`config.mk`:
```
export PLATFORM = sky130hd
export DESIGN_NAME = io_ctrl_sequencer_flat
export DESIGN_NICKNAME = d
export VERILOG_FILES = /design/src/rtl/io_ctrl_sequencer_pkg.sv /design/src/rtl/io_ctrl_sequencer_if.sv /design/src/rtl/io_ctrl_sequencer_ctrl_strobe_decode.sv /design/src/rtl/io_ctrl_sequencer.sv /design/src/flat_wrapper.sv
export SDC_FILE = /design/constraint.sdc
export NUM_CORES = 1
export LEC_CHECK = 0
export CAP_MARGIN = 15
export CORE_ASPECT_RATIO = 1.1
export CORE_MARGIN = 5
export CORE_UTILIZATION = 40
export CTS_CLUSTER_SIZE = 25
export DETAILED_ROUTE_END_ITERATION = 7
export GPL_TIMING_DRIVEN = 1
export PLACE_DENSITY = 0.78
export SYNTH_ARGS = -nofsm -noshare
export SYNTH_HDL_FRONTEND = slang
export SYNTH_SLANG_ARGS = --single-unit
```
`constraint.sdc`:
```
create_clock -name Clock -period 1.6 [get_ports Clock]
set_clock_uncertainty 0.1 [all_clocks]
set_input_delay 0.32 -clock Clock [delete_from_list [all_inputs] [get_ports Clock]]
set_output_delay 0.32 -clock Clock [all_outputs]
set_load 0.01 [all_outputs]
```
`src/rtl/io_ctrl_sequencer_pkg.sv`:
```
// io_ctrl_sequencer_pkg: opcodes, state encoding, strobe vector and counter width for the sequencer (STEP_HOLD exists only with SINGLE_STEP_EN)
package io_ctrl_sequencer_pkg;
  localparam logic [4:0] OP_IN = 5'd22;
  localparam logic [4:0] OP_OUT = 5'd23;
  localparam logic [4:0] OP_MFHI = 5'd24;
  localparam logic [4:0] OP_MFLO = 5'd25;
  localparam logic [4:0] OP_NOP = 5'd26;
  localparam logic [4:0] OP_HALT = 5'd27;
  localparam int CNT_W = 4;
  typedef enum logic [2:0] {
    RESET,
    FETCH0,
    FETCH1,
    FETCH2,
    EXEC,
`ifdef SINGLE_STEP_EN
    STEP_HOLD,
`endif
    HALTED
  } state_e;
  typedef struct packed {
    logic pc_out;
    logic inc_pc;
    logic mar_in;
    logic z_in;
    logic zlo_out;
    logic pc_in;
    logic mdr_in;
    logic mem_read;
    logic mem_en;
    logic mdr_out;
    logic ir_in;
    logic gra;
    logic rin;
    logic rout;
    logic outport_in;
    logic inport_out;
    logic hi_out;
    logic lo_out;
    logic in_ack;
    logic illegal_op;
    logic running;
  } strobe_t;
  function automatic logic op_legal(input logic [4:0] op);
    return op inside {OP_IN, OP_OUT, OP_MFHI, OP_MFLO, OP_NOP, OP_HALT};
  endfunction
endpackage

```
`src/rtl/io_ctrl_sequencer_if.sv`:
```
// io_ctrl_sequencer_if: opcode/ready inputs and control strobes between sequencer and datapath; step exists with SINGLE_STEP_EN
interface io_ctrl_sequencer_if;
  logic [4:0] ir_opcode;
  logic inport_data_ready;
`ifdef SINGLE_STEP_EN
  logic step;
`endif
  logic PCout, IncPC, MARin, Zin;
  logic Zlo_out, PCin, MDRin, Mem_Read, Mem_enable512x32;
  logic MDRout, IRin;
  logic Gra, Rin, Rout, outport_in, Inport_out, HIout, LOout;
  logic in_ack, illegal_op, running;
  modport master(
`ifdef SINGLE_STEP_EN
    input step,
`endif
    input ir_opcode, inport_data_ready,
    output PCout, IncPC, MARin, Zin, Zlo_out, PCin, MDRin, Mem_Read, Mem_enable512x32,
    output MDRout, IRin, Gra, Rin, Rout, outport_in, Inport_out, HIout, LOout,
    output in_ack, illegal_op, running
  );
  modport slave(
`ifdef SINGLE_STEP_EN
    output step,
`endif
    output ir_opcode, inport_data_ready,
    input PCout, IncPC, MARin, Zin, Zlo_out, PCin, MDRin, Mem_Read, Mem_enable512x32,
    input MDRout, IRin, Gra, Rin, Rout, outport_in, Inport_out, HIout, LOout,
    input in_ack, illegal_op, running
  );
endinterface

```
`src/rtl/io_ctrl_sequencer_ctrl_strobe_decode.sv`:
```
// io_ctrl_sequencer_ctrl_strobe_decode: combinational state + opcode + ready -> control strobe vector
module io_ctrl_sequencer_ctrl_strobe_decode
  import io_ctrl_sequencer_pkg::*;
(
  input  state_e     st,
  input  logic       first,
  input  logic [4:0] op,
  input  logic       rdy,
  output strobe_t    s
);
  logic ex, in_go, mv;
  assign ex = st == EXEC;
  assign in_go = ex && op == OP_IN && rdy;
  assign mv = ex && (op == OP_MFHI || op == OP_MFLO);
  // one-hot per step; EXEC strobes gated by opcode, in waits silently until ready
  always_comb begin
    s = '0;
    s.running = st != RESET && st != HALTED;
    s.pc_out = st == FETCH0;
    s.inc_pc = st == FETCH0;
    s.mar_in = st == FETCH0;
    s.z_in = st == FETCH0;
    s.zlo_out = st == FETCH1 && first;
    s.pc_in = st == FETCH1 && first;
    s.mdr_in = st == FETCH1;
    s.mem_read = st == FETCH1;
    s.mem_en = st == FETCH1;
    s.mdr_out = st == FETCH2;
    s.ir_in = st == FETCH2;
    s.gra = in_go || mv || (ex && op == OP_OUT);
    s.rin = in_go || mv;
    s.rout = ex && op == OP_OUT;
    s.outport_in = ex && op == OP_OUT;
    s.inport_out = in_go;
    s.hi_out = ex && op == OP_MFHI;
    s.lo_out = ex && op == OP_MFLO;
    s.in_ack = in_go;
    s.illegal_op = ex && !op_legal(op);
  end
endmodule

```
`src/rtl/io_ctrl_sequencer.sv`:
```
// io_ctrl_sequencer: FETCH0..EXEC control-step sequencer with memory-latency hold; SINGLE_STEP_EN adds step input and STEP_HOLD
module io_ctrl_sequencer
  import io_ctrl_sequencer_pkg::*;
#(
  parameter int MEM_LATENCY = 1
) (
  input logic Clock,
  input logic clear,
  io_ctrl_sequencer_if.master bus
);
  localparam int LAT_I = MEM_LATENCY < 1 ? 1 : (MEM_LATENCY > 15 ? 15 : MEM_LATENCY);
  localparam logic [CNT_W-1:0] LAT = CNT_W'(LAT_I);
`ifdef SINGLE_STEP_EN
  localparam state_e AFTER_EXEC = STEP_HOLD;
`else
  localparam state_e AFTER_EXEC = FETCH0;
`endif
  state_e state_q, state_d;
  logic [CNT_W-1:0] cnt_q, cnt_d;
  strobe_t s;
  // next state; FETCH1 counts down the memory latency loaded on FETCH0 exit
  always_comb begin
    state_d = state_q;
    cnt_d = cnt_q;
    unique case (state_q)
      RESET: state_d = FETCH0;
      FETCH0: begin
        state_d = FETCH1;
        cnt_d = LAT;
      end
      FETCH1: begin
        cnt_d = cnt_q - 1'b1;
        state_d = cnt_q == CNT_W'(1) ? FETCH2 : FETCH1;
      end
      FETCH2: state_d = EXEC;
      EXEC: state_d = bus.ir_opcode == OP_HALT ? HALTED :
                      (bus.ir_opcode == OP_IN && !bus.inport_data_ready) ? EXEC : AFTER_EXEC;
`ifdef SINGLE_STEP_EN
      STEP_HOLD: state_d = bus.step ? FETCH0 : STEP_HOLD;
`endif
      HALTED: state_d = HALTED;
      default: state_d = RESET;
    endcase
  end
  // state and latency counter; clear overrides everything
  always_ff @(posedge Clock) begin
    if (clear) begin
      state_q <= RESET;
      cnt_q <= '0;
    end else begin
      state_q <= state_d;
      cnt_q <= cnt_d;
    end
  end
  io_ctrl_sequencer_ctrl_strobe_decode u_dec (
    .st(state_q),
    .first(cnt_q == LAT),
    .op(bus.ir_opcode),
    .rdy(bus.inport_data_ready),
    .s(s)
  );
  assign {bus.PCout, bus.IncPC, bus.MARin, bus.Zin, bus.Zlo_out, bus.PCin, bus.MDRin,
          bus.Mem_Read, bus.Mem_enable512x32, bus.MDRout, bus.IRin, bus.Gra, bus.Rin,
          bus.Rout, bus.outport_in, bus.Inport_out, bus.HIout, bus.LOout, bus.in_ack,
          bus.illegal_op, bus.running} = s;
endmodule

```
`src/flat_wrapper.sv`:
```
// flat-port wrapper written by rule: the top's interface ports become plain ports
module io_ctrl_sequencer_flat import io_ctrl_sequencer_pkg::*;
#(
  parameter int MEM_LATENCY = 1
)
  (Clock, clear, bus_ir_opcode, bus_inport_data_ready, bus_PCout, bus_IncPC, bus_MARin, bus_Zin, bus_Zlo_out, bus_PCin, bus_MDRin, bus_Mem_Read, bus_Mem_enable512x32, bus_MDRout, bus_IRin, bus_Gra, bus_Rin, bus_Rout, bus_outport_in, bus_Inport_out, bus_HIout, bus_LOout, bus_in_ack, bus_illegal_op, bus_running);
  io_ctrl_sequencer_if bus_i ();
  input logic Clock;
  input logic clear;
  input wire logic [$bits(bus_i.ir_opcode)-1:0] bus_ir_opcode;
  input wire logic [$bits(bus_i.inport_data_ready)-1:0] bus_inport_data_ready;
  output wire logic [$bits(bus_i.PCout)-1:0] bus_PCout;
  output wire logic [$bits(bus_i.IncPC)-1:0] bus_IncPC;
  output wire logic [$bits(bus_i.MARin)-1:0] bus_MARin;
  output wire logic [$bits(bus_i.Zin)-1:0] bus_Zin;
  output wire logic [$bits(bus_i.Zlo_out)-1:0] bus_Zlo_out;
  output wire logic [$bits(bus_i.PCin)-1:0] bus_PCin;
  output wire logic [$bits(bus_i.MDRin)-1:0] bus_MDRin;
  output wire logic [$bits(bus_i.Mem_Read)-1:0] bus_Mem_Read;
  output wire logic [$bits(bus_i.Mem_enable512x32)-1:0] bus_Mem_enable512x32;
  output wire logic [$bits(bus_i.MDRout)-1:0] bus_MDRout;
  output wire logic [$bits(bus_i.IRin)-1:0] bus_IRin;
  output wire logic [$bits(bus_i.Gra)-1:0] bus_Gra;
  output wire logic [$bits(bus_i.Rin)-1:0] bus_Rin;
  output wire logic [$bits(bus_i.Rout)-1:0] bus_Rout;
  output wire logic [$bits(bus_i.outport_in)-1:0] bus_outport_in;
  output wire logic [$bits(bus_i.Inport_out)-1:0] bus_Inport_out;
  output wire logic [$bits(bus_i.HIout)-1:0] bus_HIout;
  output wire logic [$bits(bus_i.LOout)-1:0] bus_LOout;
  output wire logic [$bits(bus_i.in_ack)-1:0] bus_in_ack;
  output wire logic [$bits(bus_i.illegal_op)-1:0] bus_illegal_op;
  output wire logic [$bits(bus_i.running)-1:0] bus_running;
  assign bus_i.ir_opcode = bus_ir_opcode;
  assign bus_i.inport_data_ready = bus_inport_data_ready;
  assign bus_PCout = bus_i.PCout;
  assign bus_IncPC = bus_i.IncPC;
  assign bus_MARin = bus_i.MARin;
  assign bus_Zin = bus_i.Zin;
  assign bus_Zlo_out = bus_i.Zlo_out;
  assign bus_PCin = bus_i.PCin;
  assign bus_MDRin = bus_i.MDRin;
  assign bus_Mem_Read = bus_i.Mem_Read;
  assign bus_Mem_enable512x32 = bus_i.Mem_enable512x32;
  assign bus_MDRout = bus_i.MDRout;
  assign bus_IRin = bus_i.IRin;
  assign bus_Gra = bus_i.Gra;
  assign bus_Rin = bus_i.Rin;
  assign bus_Rout = bus_i.Rout;
  assign bus_outport_in = bus_i.outport_in;
  assign bus_Inport_out = bus_i.Inport_out;
  assign bus_HIout = bus_i.HIout;
  assign bus_LOout = bus_i.LOout;
  assign bus_in_ack = bus_i.in_ack;
  assign bus_illegal_op = bus_i.illegal_op;
  assign bus_running = bus_i.running;
  io_ctrl_sequencer #(.MEM_LATENCY(MEM_LATENCY)) u_core (.Clock(Clock), .clear(clear), .bus(bus_i));
endmodule
```
==> results of run 1 <==
==> registers in the layout, indices dropped and copies added, names as in the netlist <==
name	cells
u_core.state_q	3
u_core.cnt_q	4
==> tightest hold or removal path: stages (launching register included) <==
cell and delay, ns:
sky130_fd_sc_hd__dfxtp_1 0.31, sky130_fd_sc_hd__buf_4 0.14, sky130_fd_sc_hd__nand2_1 0.05, sky130_fd_sc_hd__a21oi_1 0.05
==> cell usage after synthesis, drive strengths merged <==
cell type,n
nor2,6
and3b,1
nor3b,2
o32ai,1
clkbuf,1
o22ai,1
nor2b,1
mux2,1
xnor2,1
nand3b,1
and2,1
a31oi,1
ha,2
or4b,2
nor4,1
nand2,3
and4bb,1
nor3,3
o21bai,1
a221o,1
or2b,1
and3,3
a31o,1
a21oi,7
a221oi,1
a2111oi,1
buf,12
dfxtp,7
o21ai,3
xor2,1
nor4bb,1
nand2b,2
nor4b,2
nand4,1
nand3,1
inv,5
==> cell type report <==
class                   instances  share of cell area [%]
inverters                       5                    1.39
well taps                      17                    1.58
multi-input cells              56                    38.2
clock buffers                   4                    1.95
repair buffers                 67                    45.9
flip-flops and latches          7                    11.0
==> repair_timing <==
action | in CTS | in global routing
cloned | 1 | 0
resized for setup | 129 | 25
endpoints found under the setup margin | 22 | 25
pin swaps | 10 | 5
setup buffers | 14 | 2
==> worst paths after layout <==
kind	endpoint	cells past startpoint	startpoint
worst min register to register	u_core.cnt_q[1]	3	u_core.cnt_q[1]
worst max register to register	u_core.state_q[0]	5	u_core.state_q[2]
worst min-delay path	u_core.cnt_q[1]	3	u_core.cnt_q[1]
worst max-delay path	bus_Rout	4	u_core.state_q[1]
==> through the flow <==
step / cell area (um2) / instances / power [mW] / setup slack [ns] / util (%)
CTS: 1220 / 154 / 1.40 / -0.206 / 79.4
detailed placement: 1030 / 135 / 0.948 / -0.759 / 67.0
floorplan: 658 / 81 / 0.658 / -0.00549 / -
global route: 1350 / 156 / 1.68 / -0.443 / 87.7
global placement: 1030 / 135 / 0.920 / -0.729 / 67.0
finish: 1350 / 156 / 1.59 / -0.360 / 87.7
==> report_power, final <==
part | leakage, nW | total (mW) | internal, mW | switching (mW)
Clock | 0.0150 | 0.187 | 0.0965 | 0.0905
Sequential | 0.0591 | 0.274 | 0.224 | 0.0497
Combinational | 0.536 | 1.13 | 0.666 | 0.462
Total | 0.610 | 1.59 | 0.987 | 0.602
==> kinds of logic after synthesis <==
| family | after synthesis | share of synthesized area, % |
|---|---|---|
| AND/OR/NAND/NOR | 33 | 34.0 |
| AO/OA/AOI/OAI | 18 | 18.3 |
| buffers and inverters | 18 | 16.9 |
| flip-flops | 7 | 22.3 |
| XOR/XNOR | 2 | 2.78 |
| adder cells (fa/ha/maj) | 2 | 3.98 |
| multiplexers | 1 | 1.79 |
==> layer usage <==
layer / vias up / global-route usage (%)
met5: - / 0
met4: 0 / 5.83
met3: 11 / 4.15
met2: 33 / 37.2
met1: 448 / 25.1
li1: 405 / -
==> impl_metrics.yaml, run 1 <==
clock_network:
  numClockSinks: 7
  cts_made_buffers: 3
  cts_tree: "built"
  cts.clk_slew.worst_paths_ns: 0.07
  clockRootBuffer: "sky130_fd_sc_hd__clkbuf_4"
  insertion_delay_ns: 0.28
  cts_max_path_buffers: 2
  cts_hold_buf: 0
  h-tree-depth: 1
synthesis:
  synthesis.area_per_instance_um2: 7.77
  post-synth-top-area-cell: "sky130_fd_sc_hd__dfxtp_1"
  gate_count_post_synth: 81
  synth_area_um2: 629
  synth-seq-cells: 7
  synth.top_cell.area_share_pct: 22.3
  register_area_share_after_synthesis_pct: 22.3
  mappedNetlistNets: 91
  post_synth_num_cell_types: 38
  top_cells_by_area_in_the_synthesized_netlist: "sky130_fd_sc_hd__dfxtp_1, sky130_fd_sc_hd__buf_4, sky130_fd_sc_hd__a21oi_1"
  synth.yosys.warnings: 0
worst_setup_path:
  internal_reg_to_reg_setup_slack_ns: -0.11
  crit_buf_inv: 1
  critical_path.slowest_cell: "sky130_fd_sc_hd__nor4bb_4"
  worst_path_dominant_cell_family: "simple AND/OR/NAND/NOR gates"
  required_arrival_time_at_the_worst_endpoint_ns: 1.18
  crit_fanout: 2
  worst_path_largest_cell_delay_ns: 0.38
  crit_path_end_kind: "primary output"
  startpoint_type: "flip-flop"
  worstPathCellList: "nor2_4 -> nand4_1 -> nor4bb_4 -> buf_2"
  cp_data_arrival_time_ns: 1.54
  critical_path_class: "reg -> out"
placement:
  gp_routability_congestion: 0.770
  place.port_buffers: 28
  hpwl_um: 1480
hold_path:
  holdCritPathClass: "reg -> reg"
sta:
  finalSetupViolCount: 19
  timing.fmax_mhz: 510
  hold_viol_final: 0
  grt_setup_unrepaired: "yes"
  transition_time_at_the_pin_with_the_least_slew_margin_ns: 0.321
  min_period_ns: 1.96
  timing.final.crit_share_pct: 123
  fin_setup_tns_ns: -3.07
  max_slew_margin_pct: 78.4
  worst_slack_ns: -0.360
  slew_violations: 0
  holdWs_ns: 0.502
routing:
  amount_of_wire_on_met2_after_detailed_routing_um: 1510
  met1Wirelength_um: 1160
  route.top_layer_used: "met4"
  total_iterations_of_the_first_detailed_routing_run: 4
  routed-via-count: 897
  detail_route.wl_per_cell_um: 18.7
  met3RoutedLength_um: 136
  routed_wirelength_um: 2920
  remaining_drc_errors: 0
  first_iter_violations: 8
  vias_per_cell: 5.75
  final_antenna_net_count: 0
global_routing:
  overall_global_routing_resource_usage_pct: 21.2
  vias_in_the_first_global_route: 844
  wire_length_of_the_first_global_routing_pass_um: 3770
  overflow: 0
  antenna_found_initial: 0
  pin_count_of_the_biggest_net_entering_global_routing: 10
cells_and_area:
  layout_common_cells: "sky130_fd_sc_hd__buf_4, sky130_fd_sc_hd__buf_6, sky130_fd_sc_hd__buf_2"
  diodes: 0
  sequential_cell_area_in_the_final_layout_um2: 149
  final_nets: 150
  leading_cell_type_in_the_layout_fill_and_taps_excluded: "sky130_fd_sc_hd__buf_4"
  drive_gt1_share_pct: 66.2
  multiInputGateArea_um2: 515
  syn2layout_area_growth_pct: 115
  fill_cells: 85
floorplanning:
  die_x_um: 47.8
  design.die.area_mm2: 0.00247
  effective_utilization_at_floorplan_pct: 40.9
  floorplan.rows: 15
  core_area_mm2: 0.00154
  die_y_um: 51.6
  io_pins: 29
outcome:
  outcome: "finished with violations"
  violations: "negative setup slack"
flow_run:
  max_cap_viol_count: 0
pwr:
  max-vdd-ir-drop_mv: 0.867
  power.density_mw_per_mm2: 1180
  leakage_nw: 0.610
No activity file was read; power rests on OpenSTA's default activity.
==> run 2: changes to the inputs <==
- CORE_UTILIZATION: 40 -> 35
- PLACE_DENSITY: 0.78 -> 0.74
- SYNTH_HIERARCHICAL: not set -> 1
==> impl_metrics.yaml, run 2 <==
routing:
  first_iter_violations: 8
  routed-via-count: 754
  route.top_layer_used: "met4"
  met1Wirelength_um: 757
  routed_wirelength_um: 1980
  vias_per_cell: 5.24
  met3RoutedLength_um: 140
  final_antenna_net_count: 0
  detail_route.wl_per_cell_um: 13.8
  total_iterations_of_the_first_detailed_routing_run: 4
  amount_of_wire_on_met2_after_detailed_routing_um: 1060
  remaining_drc_errors: 0
floorplanning:
  core_area_mm2: 0.00176
  floorplan.rows: 16
  die_y_um: 55.0
  design.die.area_mm2: 0.00280
  effective_utilization_at_floorplan_pct: 36.6
  io_pins: 29
  die_x_um: 51.0
sta:
  max_slew_margin_pct: 72.9
  min_period_ns: 1.68
  slew_violations: 0
  worst_slack_ns: -0.0821
  fin_setup_tns_ns: -0.316
  hold_viol_final: 0
  timing.fmax_mhz: 594
  finalSetupViolCount: 11
  transition_time_at_the_pin_with_the_least_slew_margin_ns: 0.401
  grt_setup_unrepaired: "yes"
  timing.final.crit_share_pct: 105
  holdWs_ns: 0.395
pwr:
  leakage_nw: 0.522
  power.density_mw_per_mm2: 1110
  max-vdd-ir-drop_mv: 0.676
clock_network:
  insertion_delay_ns: 0.25
  clockRootBuffer: "sky130_fd_sc_hd__clkbuf_4"
  cts_max_path_buffers: 2
  cts_hold_buf: 0
  h-tree-depth: 1
  cts_made_buffers: 3
  cts.clk_slew.worst_paths_ns: 0.05
  cts_tree: "built"
  numClockSinks: 7
worst_setup_path:
  critical_path_class: "reg -> reg"
  worstReg2RegStart: "u_core/state_q[1]"
  crit_path_end_kind: "flip-flop"
  required_arrival_time_at_the_worst_endpoint_ns: 1.68
  crit_fanout: 6
  cp_data_arrival_time_ns: 1.77
  internal_reg_to_reg_setup_slack_ns: -0.08
  reg2regPathDepth: 4
  regToRegEndpoint: "u_core/cnt_q[3]"
  startpoint_type: "flip-flop"
synthesis:
  post_synth_num_cell_types: 35
  post-synth-top-area-cell: "sky130_fd_sc_hd__dfxtp_1"
  register_area_share_after_synthesis_pct: 21.7
  synthesis.area_per_instance_um2: 7.87
  synth.yosys.warnings: 6
  synth_enable_flop_cells: 0
  synth_area_um2: 646
  postSynth.topFlopCell: "sky130_fd_sc_hd__dfxtp_1"
  gate_count_post_synth: 82
  synth-seq-cells: 7
  top_cells_by_area_in_the_synthesized_netlist: "sky130_fd_sc_hd__dfxtp_1, sky130_fd_sc_hd__buf_4, sky130_fd_sc_hd__nor3b_1"
  mappedNetlistNets: 92
  synth_most_common_cell: "sky130_fd_sc_hd__buf_4"
  synth_top_cells_by_count: "sky130_fd_sc_hd__buf_4, sky130_fd_sc_hd__dfxtp_1, sky130_fd_sc_hd__a21oi_1, sky130_fd_sc_hd__inv_1, sky130_fd_sc_hd__nor2_1"
  synthArstFlopShare_pct: 0
  synth.top_cell.area_share_pct: 21.7
cells_and_area:
  stdcell_area_mm2: 0.00112
  layout_common_cells: "sky130_fd_sc_hd__buf_4, sky130_fd_sc_hd__buf_2, sky130_fd_sc_hd__buf_6"
  largestRegisters: "u_core/cnt_q x4, u_core/state_q x3"
  max_flop_register: "u_core/cnt_q"
  finalNonFillerCells: 144
  leading_cell_type_in_the_layout_fill_and_taps_excluded: "sky130_fd_sc_hd__buf_4"
  fill_cells: 146
  diodes: 0
  final_nets: 137
  flip_flop_count_of_the_largest_register_all_copies_and_words_added: 4
  syn2layout_area_growth_pct: 73.1
  drive_gt1_share_pct: 62.7
global_routing:
  pin_count_of_the_biggest_net_entering_global_routing: 12
  wire_length_of_the_first_global_routing_pass_um: 3060
  antenna_found_initial: 0
  overall_global_routing_resource_usage_pct: 13.9
  overflow: 0
  vias_in_the_first_global_route: 743
placement:
  gp_routability_congestion: 0.849
  place_worst_setup_slack_ns: -0.882
  hpwl_um: 1460
  place.port_buffers: 28
  placedInstanceArea_mm2: 0.00104
  dp.cells: 137
outcome:
  outcome: "finished with violations"
  violations: "negative setup slack"
hold_path:
  min_delay_worst_endpoint: "u_core/state_q[2]"
  timing.hold.worst_path_depth: 4
  holdCritPathClass: "in -> reg"
  hold_start: "bus_ir_opcode[3]"
flow_run:
  max_cap_viol_count: 0
-- run 2: power by group --
part           leakage [nW]  internal [mW]  switching (mW)
registers            0.0598          0.226          0.0419
clock network        0.0150         0.0954          0.0685
logic                 0.447          0.458           0.354
-- run 2: what timing repair did --
action                     CTS  global route
setup endpoints to repair   23            20
gates resized for setup    117            23
pin swaps                   10             5
buffers inserted             3             0
-- run 2: cell families after synthesis --
logic type,Yosys count,synth area share [%]
adder cells (fa/ha/maj),2,3.88
flip-flops,7,21.7
AO/OA/AOI/OAI,18,18.0
AND/OR/NAND/NOR,33,35.5
XOR/XNOR,3,4.07
buffers and inverters,19,16.9
-- run 2: layout make-up --
cell class | count | area, um2 | share of cell area (%)
well taps | 18 | 22.5 | 2.02
multi-input cells | 56 | 473 | 42.3
clock buffers | 4 | 26.3 | 2.35
repair buffers | 54 | 425 | 38.1
inverters | 5 | 18.8 | 1.68
flip-flops and latches | 7 | 151 | 13.5
-- run 2: routing by layer --
layer	up-vias	global-route usage, %
met5	-	0
met4	0	6.81
met3	2	5.09
met2	24	26.0
met1	355	13.5
li1	373	-
-- run 2: critical path: stages (launching register included) --
cell                      delay, ns
sky130_fd_sc_hd__dfxtp_2       0.36
sky130_fd_sc_hd__buf_6         0.12
sky130_fd_sc_hd__or4b_4        0.46
sky130_fd_sc_hd__or4_4         0.42
sky130_fd_sc_hd__a31oi_1       0.16
-- run 2: stage by stage --
step / power, mW / utilization (%)
6_report: 1.24 / 63.4
5_1_grt: 1.33 / 63.4
4_1_cts: 1.13 / 58.6
3_5_place_dp: 0.966 / 58.8
3_3_place_gp: 0.938 / 58.8
2_1_floorplan: 0.634 / -
-- run 2: how the worst max path moves through the flow --
stage | from | cells after the start | endpoint | slack, ns
CTS | u_core/cnt_q[0] | 4 | u_core/cnt_q[3] | -0.08
global placement | bus_ir_opcode[1] | 5 | bus_Inport_out | -0.84
floorplan | u_core/cnt_q[2] | 3 | u_core/cnt_q[3] | 0.05
global route | u_core/state_q[1] | 4 | u_core/cnt_q[3] | -0.13
finish | u_core/state_q[1] | 4 | u_core/cnt_q[3] | -0.08
detailed placement | bus_ir_opcode[1] | 5 | bus_in_ack | -0.88
==> run 3: changes to the inputs <==
- CORE_MARGIN: 5 -> 2
- SETUP_SLACK_MARGIN: not set -> 0.1
==> impl_metrics.yaml, run 3 (synthesis gave the netlist of run 2 again) <==
clock_network:
  cts_max_path_buffers: 2
  cts_hold_buf: 0
  clockRootBuffer: "sky130_fd_sc_hd__clkbuf_4"
  h-tree-depth: 1
  cts_tree: "built"
  numClockSinks: 7
  insertion_delay_ns: 0.25
  cts_made_buffers: 3
  cts.clk_slew.worst_paths_ns: 0.05
floorplanning:
  die_y_um: 49.0
  die_x_um: 45.0
  io_pins: 29
  core_area_mm2: 0.00176
  effective_utilization_at_floorplan_pct: 36.6
  floorplan.rows: 16
  design.die.area_mm2: 0.00220
sta:
  finalSetupViolCount: 16
  transition_time_at_the_pin_with_the_least_slew_margin_ns: 0.380
  worst_slack_ns: -0.118
  min_period_ns: 1.72
  grt_setup_unrepaired: "yes"
  slew_violations: 0
  timing.fmax_mhz: 582
  max_slew_margin_pct: 74.3
  fin_setup_tns_ns: -1.07
  timing.final.crit_share_pct: 107
  holdWs_ns: 0.397
  hold_viol_final: 0
worst_setup_path:
  reg2regPathDepth: 5
  crit_path_end_kind: "primary output"
  cp_data_arrival_time_ns: 1.30
  internal_reg_to_reg_setup_slack_ns: -0.12
  regToRegEndpoint: "u_core/cnt_q[3]"
  startpoint_type: "flip-flop"
  crit_fanout: 3
  required_arrival_time_at_the_worst_endpoint_ns: 1.18
  worstReg2RegStart: "u_core/state_q[1]"
  critical_path_class: "reg -> out"
pwr:
  max-vdd-ir-drop_mv: 0.732
  switching_pwr_uw: 495
  clkPwrFrac_pct: 11.9
  sequentialPowerShare_pct: 20.3
  total_power_mw: 1.32
  leakage_nw: 0.528
  internal-power_uw: 825
  p_sw_share_pct: 37.5
  power.density_mw_per_mm2: 1140
  combinationalPowerShare_pct: 67.8
cells_and_area:
  final_nets: 134
  max_flop_register: "u_core/cnt_q"
  syn2layout_area_growth_pct: 78.9
  leading_cell_type_in_the_layout_fill_and_taps_excluded: "sky130_fd_sc_hd__buf_2"
  fill_cells: 131
  diodes: 0
  drive_gt1_share_pct: 61.0
  largestRegisters: "u_core/cnt_q x4, u_core/state_q x3"
  finalNonFillerCells: 141
  layout_common_cells: "sky130_fd_sc_hd__buf_2, sky130_fd_sc_hd__buf_4, sky130_fd_sc_hd__buf_6"
  flip_flop_count_of_the_largest_register_all_copies_and_words_added: 4
routing:
  first_iter_violations: 14
  final_antenna_net_count: 0
  vias_per_cell: 5.39
  total_iterations_of_the_first_detailed_routing_run: 4
  remaining_drc_errors: 0
  routed-via-count: 760
  routed_wirelength_um: 2070
  detail_route.wl_per_cell_um: 14.7
global_routing:
  pin_count_of_the_biggest_net_entering_global_routing: 12
  wire_length_of_the_first_global_routing_pass_um: 3510
  overflow: 0
  overall_global_routing_resource_usage_pct: 21.0
  antenna_found_initial: 0
  vias_in_the_first_global_route: 759
hold_path:
  timing.hold.worst_path_depth: 4
  hold_start: "bus_ir_opcode[3]"
  min_delay_worst_endpoint: "u_core/state_q[2]"
  holdCritPathClass: "in -> reg"
placement:
  place.port_buffers: 28
  hpwl_um: 1390
  dp.cells: 130
  gp_routability_congestion: 0.842
outcome:
  outcome: "finished with violations"
  violations: "negative setup slack"
flow_run:
  max_cap_viol_count: 0
run 3: cell count changes in the layout (fill, tap and decap cells not counted), sizes merged:
cell,change
clkdlybuf4s15,+1
dlygate4sd2,+1
buf,-5
run 3: layout make-up:
type,instances,area (um2),share of cell area [%]
multi-input combinational,56,510,44.2
clock buffer,4,26.3,2.28
timing repair buffer,51,428,37.1
inverter,5,18.8,1.63
tap,18,22.5,1.95
sequential,7,149,12.9
run 3: critical path, cell delays in order, from the launching register on:
cell	delay, ns
sky130_fd_sc_hd__dfxtp_2	0.32
sky130_fd_sc_hd__nor2_1	0.21
sky130_fd_sc_hd__nand4_1	0.15
sky130_fd_sc_hd__nor2_1	0.12
sky130_fd_sc_hd__clkdlybuf4s15_1	0.24
run 3: per-layer routing:
layer,part of all wire [%],global-route usage [%],wire length (um),up-vias
met5,0,0,0,-
met4,1.7,5.88,35,0
met3,6.4,4.81,132,4
met2,57,39.0,1170,38
met1,35,22.4,725,351
li1,-,-,-,367
run 3: worst max-delay path by stage:
stage / from / to
final: u_core/state_q[1] / bus_LOout
after global routing: u_core/state_q[1] / u_core/cnt_q[3]
after CTS: u_core/state_q[1] / bus_LOout
after detailed placement: bus_ir_opcode[2] / bus_Inport_out
after global placement: bus_ir_opcode[2] / bus_Inport_out
after floorplan: u_core/cnt_q[1] / u_core/cnt_q[3]
run 3: timing repair:
| item | CTS | global route |
|---|---|---|
| buffers inserted | 7 | 0 |
| pin swaps | 9 | 4 |
| endpoints found under the setup margin | 24 | 26 |
| resized for setup | 120 | 11 |
run 3: power by group through the flow:
| stage | registers, mW | clock network (mW) | logic [mW] |
|---|---|---|---|
| finish | 0.268 | 0.157 | 0.895 |
| global route | 0.274 | 0.172 | 0.970 |
| CTS | 0.265 | 0.162 | 0.779 |
| detailed placement | 0.254 | 0 | 0.655 |
| global placement | 0.250 | 0 | 0.628 |
| floorplan | 0.269 | 0 | 0.373 |
run 3: per-stage QoR:
step	setup WS (ns)	util, %	cell area, um2
floorplan	0.0952	-	661
global placement	-0.829	56.4	993
detailed placement	-0.888	56.4	993
CTS	-0.110	61.9	1090
global route	-0.185	65.6	1150
finish	-0.118	65.6	1150
